**config.mk**
```make
export PLATFORM = sky130hd
export DESIGN_NAME = apb_wait_slave_flat
export DESIGN_NICKNAME = d
export VERILOG_FILES = /design/src/rtl/apb_slave_pkg.sv /design/src/rtl/apb_wait_slave_if.sv /design/src/rtl/apb_slave_regfile.sv /design/src/rtl/apb_wait_slave.sv /design/src/flat_wrapper.sv
export SDC_FILE = /design/constraint.sdc
export NUM_CORES = 1
export LEC_CHECK = 0
export CORE_UTILIZATION = 30
export CTS_CLUSTER_SIZE = 10
export DETAILED_ROUTE_END_ITERATION = 8
export PLACE_DENSITY = 0.51
export SLEW_MARGIN = 5
export SYNTH_ARGS = -nofsm -noshare
export SYNTH_HDL_FRONTEND = slang
export SYNTH_SLANG_ARGS = --single-unit
```
**constraint.sdc**
```tcl
create_clock -name hclk -period 2.8 [get_ports hclk]
set_input_delay 0.56 -clock hclk [delete_from_list [all_inputs] [get_ports hclk]]
set_output_delay 0.56 -clock hclk [all_outputs]
set_load 0.02 [all_outputs]
```
**src/rtl/apb_slave_pkg.sv**
```systemverilog
// Shared types and helpers for the APB wait-state completer.
//   state_e  : two-state transfer FSM encoding
//   WAIT_W   : width of the programmable wait-state count
//   CNT_W    : width of the completed-transfer counter
//   addr_err : out-of-window / misaligned address decode
package apb_slave_pkg;

  localparam int WAIT_W = 4;
  localparam int CNT_W  = 16;

  typedef enum logic {ST_IDLE, ST_ACCESS} state_e;

  // Evaluated in 64 bits so base + 4*depth cannot wrap for any 32-bit window.
  function automatic logic addr_err(input logic [63:0] addr,
                                    input logic [63:0] base,
                                    input logic [63:0] depth);
    logic [63:0] lim;
    lim = base + (depth << 2);
    return (addr[1:0] != 2'b00) || (addr < base) || (addr >= lim);
  endfunction

endpackage

```
**src/rtl/apb_wait_slave_if.sv**
```systemverilog
// APB3 bus bundle between the bridge (master) and this completer (slave).
//   psel/penable/pwrite/paddr/pwdata : requester -> completer
//   prdata/pready/pslverr            : completer -> requester
interface apb_wait_slave_if #(
  parameter int ADDR_W = 32,
  parameter int DATA_W = 32
);
  logic              psel;
  logic              penable;
  logic              pwrite;
  logic [ADDR_W-1:0] paddr;
  logic [DATA_W-1:0] pwdata;
  logic [DATA_W-1:0] prdata;
  logic              pready;
  logic              pslverr;

  modport master (output psel, penable, pwrite, paddr, pwdata,
                  input  prdata, pready, pslverr);
  modport slave  (input  psel, penable, pwrite, paddr, pwdata,
                  output prdata, pready, pslverr);
endinterface

```
**src/rtl/apb_slave_regfile.sv**
```systemverilog
// DEPTH x DATA_W word memory, cleared by synchronous reset.
//   clk/rst_n     : clock, synchronous active-low clear
//   we/waddr/wdata: single write port, written on rising edge
//   raddr/rdata   : combinational read port
module apb_slave_regfile #(
  parameter int DEPTH  = 16,
  parameter int DATA_W = 32,
  parameter int IDX_W  = $clog2(DEPTH)
) (
  input  logic              clk,
  input  logic              rst_n,
  input  logic              we,
  input  logic [IDX_W-1:0]  waddr,
  input  logic [DATA_W-1:0] wdata,
  input  logic [IDX_W-1:0]  raddr,
  output logic [DATA_W-1:0] rdata
);
  logic [DEPTH-1:0][DATA_W-1:0] mem_q;

  always_ff @(posedge clk) begin
    if (!rst_n)  mem_q <= '0;
    else if (we) mem_q[waddr] <= wdata;
  end

  assign rdata = mem_q[raddr];
endmodule

```
**src/rtl/apb_wait_slave.sv**
```systemverilog
// APB3 completer with a small register memory and programmable wait states.
//   hclk/hresetn : clock, synchronous active-low reset
//   apb          : APB3 slave bundle (psel/penable/pwrite/paddr/pwdata in,
//                  prdata/pready/pslverr out)
//   wait_cfg     : wait states per transfer, captured in the setup phase
//   xfer_cnt     : completed transfers (errored ones included), wrapping
module apb_wait_slave
  import apb_slave_pkg::*;
#(
  parameter int              ADDR_W    = 32,
  parameter int              DATA_W    = 32,
  parameter int              DEPTH     = 16,
  parameter logic [ADDR_W-1:0] BASE_ADDR = 32'h8000_0000
) (
  input  logic              hclk,
  input  logic              hresetn,
  apb_wait_slave_if.slave   apb,
  input  logic [WAIT_W-1:0] wait_cfg,
  output logic [CNT_W-1:0]  xfer_cnt
);
  localparam int IDX_W = $clog2(DEPTH);

  state_e             state_q, state_d;
  logic [WAIT_W-1:0]  wait_q,  wait_d;
  logic [ADDR_W-1:0]  addr_q,  addr_d;
  logic [DATA_W-1:0]  wdata_q, wdata_d;
  logic               write_q, write_d;
  logic [CNT_W-1:0]   cnt_q,   cnt_d;

  logic               ready, err, we;
  logic [IDX_W-1:0]   idx;
  logic [DATA_W-1:0]  rdata;

  // Decode works only on latched state, so outputs never depend on inputs.
  assign err   = addr_err(64'(addr_q), 64'(BASE_ADDR), 64'(DEPTH));
  assign idx   = IDX_W'((addr_q - BASE_ADDR) >> 2);
  assign ready = (state_q == ST_ACCESS) && (wait_q == '0);

  always_comb begin
    state_d = state_q;
    wait_d  = wait_q;
    addr_d  = addr_q;
    wdata_d = wdata_q;
    write_d = write_q;
    cnt_d   = cnt_q;
    we      = 1'b0;
    case (state_q)
      ST_IDLE: begin
        // psel with penable already high is a protocol violation: ignored.
        if (apb.psel && !apb.penable) begin
          addr_d  = apb.paddr;
          wdata_d = apb.pwdata;
          write_d = apb.pwrite;
          wait_d  = wait_cfg;
          state_d = ST_ACCESS;
        end
      end
      ST_ACCESS: begin
        if (!apb.psel) begin
          state_d = ST_IDLE;
        end else if (wait_q != '0) begin
          wait_d = wait_q - WAIT_W'(1);
        end else if (apb.penable) begin
          state_d = ST_IDLE;
          cnt_d   = cnt_q + CNT_W'(1);
          we      = write_q && !err;
        end
      end
      default: state_d = ST_IDLE;
    endcase
  end

  always_ff @(posedge hclk) begin
    if (!hresetn) begin
      state_q <= ST_IDLE;
      wait_q  <= '0;
      addr_q  <= '0;
      wdata_q <= '0;
      write_q <= 1'b0;
      cnt_q   <= '0;
    end else begin
      state_q <= state_d;
      wait_q  <= wait_d;
      addr_q  <= addr_d;
      wdata_q <= wdata_d;
      write_q <= write_d;
      cnt_q   <= cnt_d;
    end
  end

  apb_slave_regfile #(.DEPTH(DEPTH), .DATA_W(DATA_W), .IDX_W(IDX_W)) u_regfile (
    .clk   (hclk),
    .rst_n (hresetn),
    .we    (we),
    .waddr (idx),
    .wdata (wdata_q),
    .raddr (idx),
    .rdata (rdata)
  );

  assign apb.pready  = ready;
  assign apb.pslverr = ready && err;
  assign apb.prdata  = (ready && !write_q && !err) ? rdata : '0;
  assign xfer_cnt    = cnt_q;
endmodule

```
**src/flat_wrapper.sv**
```systemverilog
// flat-port wrapper written by rule: the top's interface ports become plain ports
module apb_wait_slave_flat import apb_slave_pkg::*;
#(
  parameter int              ADDR_W    = 32,
  parameter int              DATA_W    = 32,
  parameter int              DEPTH     = 16,
  parameter logic [ADDR_W-1:0] BASE_ADDR = 32'h8000_0000
)
  (hclk, hresetn, wait_cfg, xfer_cnt, apb_psel, apb_penable, apb_pwrite, apb_paddr, apb_pwdata, apb_prdata, apb_pready, apb_pslverr);
  apb_wait_slave_if #(.ADDR_W(ADDR_W), .DATA_W(DATA_W)) apb_i ();
  input  logic hclk;
  input  logic hresetn;
  input  logic [WAIT_W-1:0] wait_cfg;
  output logic [CNT_W-1:0] xfer_cnt;
  input wire logic [$bits(apb_i.psel)-1:0] apb_psel;
  input wire logic [$bits(apb_i.penable)-1:0] apb_penable;
  input wire logic [$bits(apb_i.pwrite)-1:0] apb_pwrite;
  input wire logic [$bits(apb_i.paddr)-1:0] apb_paddr;
  input wire logic [$bits(apb_i.pwdata)-1:0] apb_pwdata;
  output wire logic [$bits(apb_i.prdata)-1:0] apb_prdata;
  output wire logic [$bits(apb_i.pready)-1:0] apb_pready;
  output wire logic [$bits(apb_i.pslverr)-1:0] apb_pslverr;
  assign apb_i.psel = apb_psel;
  assign apb_i.penable = apb_penable;
  assign apb_i.pwrite = apb_pwrite;
  assign apb_i.paddr = apb_paddr;
  assign apb_i.pwdata = apb_pwdata;
  assign apb_prdata = apb_i.prdata;
  assign apb_pready = apb_i.pready;
  assign apb_pslverr = apb_i.pslverr;
  apb_wait_slave #(.ADDR_W(ADDR_W), .DATA_W(DATA_W), .DEPTH(DEPTH), .BASE_ADDR(BASE_ADDR)) u_core (.hclk(hclk), .hresetn(hresetn), .apb(apb_i), .wait_cfg(wait_cfg), .xfer_cnt(xfer_cnt));
endmodule
```
**Yosys cells after proc, flatten, opt, wreduce, memory -nomap -nowiden**

Cells that the tools add are included.

- Bits in registers: 598
- Bits of input ports: 73
- Output and inout bits: 50
- Word-level logic and storage cells: 71

- Add/sub/neg operators: 3
- Order comparisons: 4
- Eq/ne operators: 3
- Mux-type cells: 19
- Bitwise gates (word level): 2
- Reduce and logical (&&, ||, !) cells: 18

Operators with widths:

| operator | count |
|---|---|
| $bwmux W512 | 1 |
| $bmux W32 S4 | 1 |
| $demux W32 S4 | 1 |
| $mux W32 | 3 |
| $ge A32 B32 Y1 const B | 1 |
| $lt A32 B32 Y1 const B | 1 |
| $add A16 B1 Y16 const B | 1 |
| $mux W4 | 3 |
| $mux W1 | 8 |
| $pmux W4 S2 | 1 |
| $logic_and A1 B1 Y1 | 7 |
| $sub A6 B1 Y6 const B | 1 |
| $lt A4 B5 Y1 const B | 1 |
| $ge A4 B1 Y1 const B | 1 |
| $logic_not A4 Y1 | 1 |
| $ne A2 B2 Y1 const B | 2 |
| $reduce_and A4 Y1 | 1 |
| $reduce_bool A4 Y1 | 1 |
| $sub A4 B1 Y4 const B | 1 |
| $logic_not A1 Y1 | 3 |
| $reduce_and A3 Y1 | 1 |
| $logic_or A1 B1 Y1 | 2 |
| $ne A2 B1 Y1 const B | 1 |
| $not A1 Y1 | 2 |
| other kinds (3) | 3 |

**Longest topological paths before layout**

- Depth in word-level cells: 9
- Depth in mapped cells: 8
- Depth with buffers taken out: 6

**Modules after synthesis**

From an unflattened synthesis, not the netlist that was laid out.

- Cells, all modules: 3154
- Area, all modules: 28342.2 µm²

By module, submodules not included:

| module | times used | cells each | area an instance (µm²) |
|---|---|---|---|
| apb_slave_regfile | 1 | 2688 | 24643.6 |
| apb_wait_slave | 1 | 466 | 3698.5 |

**Least setup slack after synthesis**

No wires, ideal clock.

- Path kind: register to output
- Start point: register u_core.addr_q[0]
- End point: output port apb_prdata[11]
- Arrival: 1.982 ns
- Required time: 2.240 ns
- Setup slack: 0.258 ns
- Stages on the path, launching flop included: 8
- Path through: dfxtp_1 > nor4b_1 > and4_1 > buf_2 > buf_4 > nand4_1 > clkbuf_1 > a21oi_1

- Cells in the longest elaborated chain, start to end: 6
- Elaborated cells between the ends (all ways): 11
- Classes of those cells: add/sub: 1; order compare: 2; mux: 3; reduce/logical: 5

RTL lines:

| item | line | text |
|---|---|---|
| start: declaration | apb_wait_slave.sv:25 | `logic [ADDR_W-1:0] addr_q, addr_d;` |
| start signal: assignment | apb_wait_slave.sv:84 | `addr_q <= addr_d;` |
| $lt A32 B32 Y1 or $reduce_bool A2 Y1 (tied branches) | apb_slave_pkg.sv:19 | `return (addr[1:0] != 2'b00) \|\| (addr < base) \|\| (addr >= lim);` |
| $logic_or A1 B1 Y1 (2 in series) | apb_slave_pkg.sv:19 |  |
| $logic_not A1 Y1 | apb_wait_slave.sv:103 | `assign apb.prdata = (ready && !write_q && !err) ? rdata : '0;` |
| $logic_and A1 B1 Y1 | apb_wait_slave.sv:103 |  |
| $mux W32 * | apb_wait_slave.sv:103 |  |
| end: declaration | flat_wrapper.sv:20 | `output wire logic [$bits(apb_i.prdata)-1:0] apb_prdata;` |

Mark *: on every way between the ends. The rest lies on a longest branch, timed or not. The select of a mux whose other input is x is not followed.

**Worst setup path after layout**

- Start point: register u_core.addr_q[3]
- End point: output port apb_prdata[18]

- Cells in the longest elaborated chain, start to end: 6
- Elaborated cells between the ends (all ways): 10
- Classes of those cells: add/sub: 1; order compare: 2; mux: 3; reduce/logical: 4

RTL lines:

| item | line |
|---|---|
| $lt A32 B32 Y1 | apb_slave_pkg.sv:19 |
| $logic_or A1 B1 Y1 (2 in series) | apb_slave_pkg.sv:19 |
| $logic_not A1 Y1 | apb_wait_slave.sv:103 |
| $logic_and A1 B1 Y1 | apb_wait_slave.sv:103 |
| $mux W32 * | apb_wait_slave.sv:103 |

Marks and branches as above.

==> out/results.md <==
### Run status
• complete, but fails checks — result of the run
• setup timing — violated checks

### Floorplan
• 294 um — Die Ht
• 86,200 um2 — die area
• 123 — Boundary Pins
• 106 — placement row count
• 84,000 um2 — area of the core region
• 294 um — die outline width
• 0.304 — Starting Density

### CTS
• 73 — clock buffer count from CTS
• 598 — number of clock sinks
• 0.05 ns — clock edge transition at the registers on the reported setup and hold paths
• sky130_fd_sc_hd__clkbuf_16 — library cell used as clock root buffer
• 3 — number of H-tree levels
• 3 — Max clock buf depth
• 0.62 ns — clock latency on the worst-skew pair
• done — TritonCTS clock tree
• 0 — hold_buf cts

### Setup path
• sky130_fd_sc_hd__dfxtp_4 — library cell contributing the largest single delay on the critical path
• 2.24 ns — required time reported for the critical path endpoint
• flip-flop — CP Launch Type
• buf_12, buf_4, mux4_2, a22oi_1, a21oi_4, buf_6 — Critical Path, Cell by Cell
• 0.35 ns — worst-case register-to-register setup slack
• reg -> out — Critical Setup Path Class
• 9 — worst reg2reg path depth
• u_core.addr_q[30] — RR Startpoint
• buffers and inverters — top cell family by delay on the critical path
• u_core.addr_q[3] — crit path from
• 3 — WP buf/inv
• u_core.u_regfile.mem_q[143] — capture point of the worst reg-to-reg path
• primary output — critical path capture point type
• 6 — logic depth of the worst path, buffers included
• 0.51 ns — critical path's largest stage delay
• 2.52 ns — arrival time of data at the critical path endpoint
• 13 — critical path peak fanout

### Drt
• 998 — Starting DRT DRC Count
• 20.2 um — final routed wire length divided by cell count
• 5 — detailed-router iteration count before antenna repair
• 4.98 — drt via density
• 18.7k — overall via count from detail_route
• 75,600 um — WL final
• 0 — Residual DRC
• 0 — number of antenna-violating nets in the routed design

### Logic synthesis
• 598 — number of register bits inferred by synthesis
• 25,500 um2 — Post-Syn Area
• sky130_fd_sc_hd__nand2_1 — most repeated cell in the gate-level netlist after synthesis
• 40 — post-synth cell types
• sky130_fd_sc_hd__nand2_1, sky130_fd_sc_hd__dfxtp_1, sky130_fd_sc_hd__mux2i_1, sky130_fd_sc_hd__clkbuf_1, sky130_fd_sc_hd__mux4_2 — leading cell types by count after synthesis
• sky130_fd_sc_hd__dfxtp_1 — post-synth top area cell
• 0 — number of enable flip-flop cells after synthesis
• 2,531 — number of nets produced by synthesis
• 0.469 — area share of the largest cell type after synthesis
• 2,455 — Cells after Synth
• 0 — share of async-settable or async-resettable flops after synthesis
• sky130_fd_sc_hd__dfxtp_1 — Synth Flop Type
• 10.4 um2 — post-synthesis area per instance
• 0 — Warnings, synthesis
• 0.469 — fraction of the yosys area taken by sequential cells
• sky130_fd_sc_hd__dfxtp_1, sky130_fd_sc_hd__mux2i_1, sky130_fd_sc_hd__mux4_2 — ranking of synthesized cells by area

### Power
• 570 nW/um2 — pwr/cell area
• 343 uV — maximum vdd ir drop
• 14,100 uW — Int Pwr
• 0.0138 uW — leakage
• 4190 uW — switching power total
• 0.229 — switching share of power
• 0.471 — portion of total power attributed to sequential cells
• 0.053 — portion of total power attributed to combinational logic
• 0.476 — Clk pwr share

### STA
• yes — unrepaired setup endpoints after global routing
• 0 — final hold violations
• -6.74 ns — total negative slack
• 0.508 — worst-case headroom to the max-slew limit
• 32 — final-report setup violation count
• -0.275 ns — Final Worst Setup Slack
• 3.08 ns — time the worst path needs with I/O delays and setup
• 1.10 — final critical-path share of the clock period
• 325 MHz — Highest Clock Rate
• 0.0232 ns — clock skew after layout
• 0.339 ns — worst-case hold slack
• 0.738 ns — measured slew at the worst slew-check pin
• 0 — Slew Limit Fails

### GRT
• 19.3k — via count of the first global-routing pass
• 0.174 — Total Routing Usage GR
• 66 — pin count of the biggest net entering global routing
• 0 — residual overflow from global routing
• 115,000 um — global-route wire length before repair
• 2 — initial antenna violation count

### Cells and area
• 32,000 um2 — Finished Cell Area
• 0.203 — fraction of layout cells with a size suffix above 1
• 25.6% — Syn-to-layout area delta
• 0 — count of inserted antenna diode cells
• 0.382 — Util after Layout
• 2,661 — count of nets after finishing

### Placed design
• 122 — Port Buf Inserts
• 28,500 um2 — cell area reported after detailed placement
• 45,300 um — HPWL reported at the end of detailed placement
• 0.747 — routability congestion estimate from global placement

### Min path
• in -> reg — kind of path behind the tightest hold check
• hresetn — startpoint of the tightest hold check path
• 3 — instance count along the most critical hold path
• u_core.u_regfile.mem_q[302] — endpoint of the worst hold-timing path

### Job
• 0 — max cap viols

[cells in the final DEF, fill, tap and decap left out, types with 20 or more instances in the layout]
master                            netlist  routed
sky130_fd_sc_hd__nand2_1              688     688
sky130_fd_sc_hd__dfxtp_1              598     595
sky130_fd_sc_hd__mux2i_1              513     513
sky130_fd_sc_hd__mux4_2               128     128
sky130_fd_sc_hd__clkdlybuf4s50_1        0      88
sky130_fd_sc_hd__buf_4                  3      88
sky130_fd_sc_hd__a21oi_1              110      80
sky130_fd_sc_hd__clkbuf_16              0      77
sky130_fd_sc_hd__a22oi_2                0      60
sky130_fd_sc_hd__buf_12                 0      46
sky130_fd_sc_hd__buf_6                  1      40
sky130_fd_sc_hd__a21oi_4                0      24
sky130_fd_sc_hd__nor2_1                21      20
[flip-flops by register name, indices dropped and copies added (netlist names)]
| signal | count |
|---|---|
| u_core.wdata_q | 32 |
| u_core.write_q | 1 |
| u_core.state_q | 1 |
| u_core.addr_q | 32 |
| u_core.u_regfile.mem_q | 512 |
| u_core.wait_q | 4 |
| u_core.xfer_cnt | 16 |
[worst register-to-register path: cells and delay by family (launching register included)]
kind          cells  cell delay, ns
buf+inv           5            0.88
flops             1            0.32
mux               1            0.25
simple gates      3            0.89
[what timing repair did]
item,in CTS,in global routing
setup endpoints to repair,33,33
gates resized for setup,267,46
buffers inserted,34,8
pin swaps,40,29
cloned,5,3
[worst max-delay path by stage]
stage | end | slack (ns)
5_1_grt | apb_prdata[18] | -0.38
4_1_cts | apb_prdata[18] | -0.34
3_3_place_gp | apb_prdata[28] | -0.22
6_report | apb_prdata[18] | -0.28
3_5_place_dp | apb_prdata[28] | -0.29
2_1_floorplan | apb_prdata[11] | 0.26
[per-stage QoR]
stage               cells  worst slack, ns  power [uW]
floorplan            2455            0.258        9250
global route         3749           -0.381       18900
CTS                  3743           -0.335       18500
finish               3749           -0.275       18300
global placement     3601           -0.219        9640
detailed placement   3601           -0.292        9650
[area by class of cell]
cell class | instances | area [um2]
Inverter | 10 | 38.8
Tap cell | 1134 | 1420
Fill cell | 8108 | 51900
Multi-Input combinational cell | 1622 | 13200
Clock inverter | 9 | 114
Sequential cell | 598 | 12000
Timing Repair Buffer | 280 | 3260
Clock buffer | 96 | 2020
[power by group through the flow]
stage / Combinational [uW] / Clock (uW) / Sequential (uW)
2_1_floorplan: 492 / 0 / 8760
3_3_place_gp: 854 / 0 / 8790
3_5_place_dp: 864 / 0 / 8790
4_1_cts: 963 / 8960 / 8600
5_1_grt: 1040 / 9290 / 8600
6_report: 968 / 8700 / 8600
[kinds of logic (layout without fill, tap and decap cells)]
| kind of cell | count (synthesis) | count (layout) | synth area share |
|---|---|---|---|
| fa+ha+maj | 3 | 3 | 0.00147 |
| compound gates | 191 | 191 | 0.0452 |
| simple gates | 780 | 780 | 0.129 |
| buf+inv | 235 | 395 | 0.0386 |
| mux | 641 | 641 | 0.314 |
| xor+xnor | 7 | 7 | 0.00240 |
| flops | 598 | 598 | 0.469 |
[per-layer routing]
| metal | vias to the layer above | share of wire | global-route usage |
|---|---|---|---|
| li1 | 8797 | - | - |
| met1 | 9397 | 0.45 | 0.229 |
| met2 | 362 | 0.49 | 0.294 |
| met3 | 123 | 0.038 | 0.0286 |
| met4 | 2 | 0.024 | 0.0494 |
| met5 | - | 0.00017 | 0 |
(Power assumes the default switching activity.)
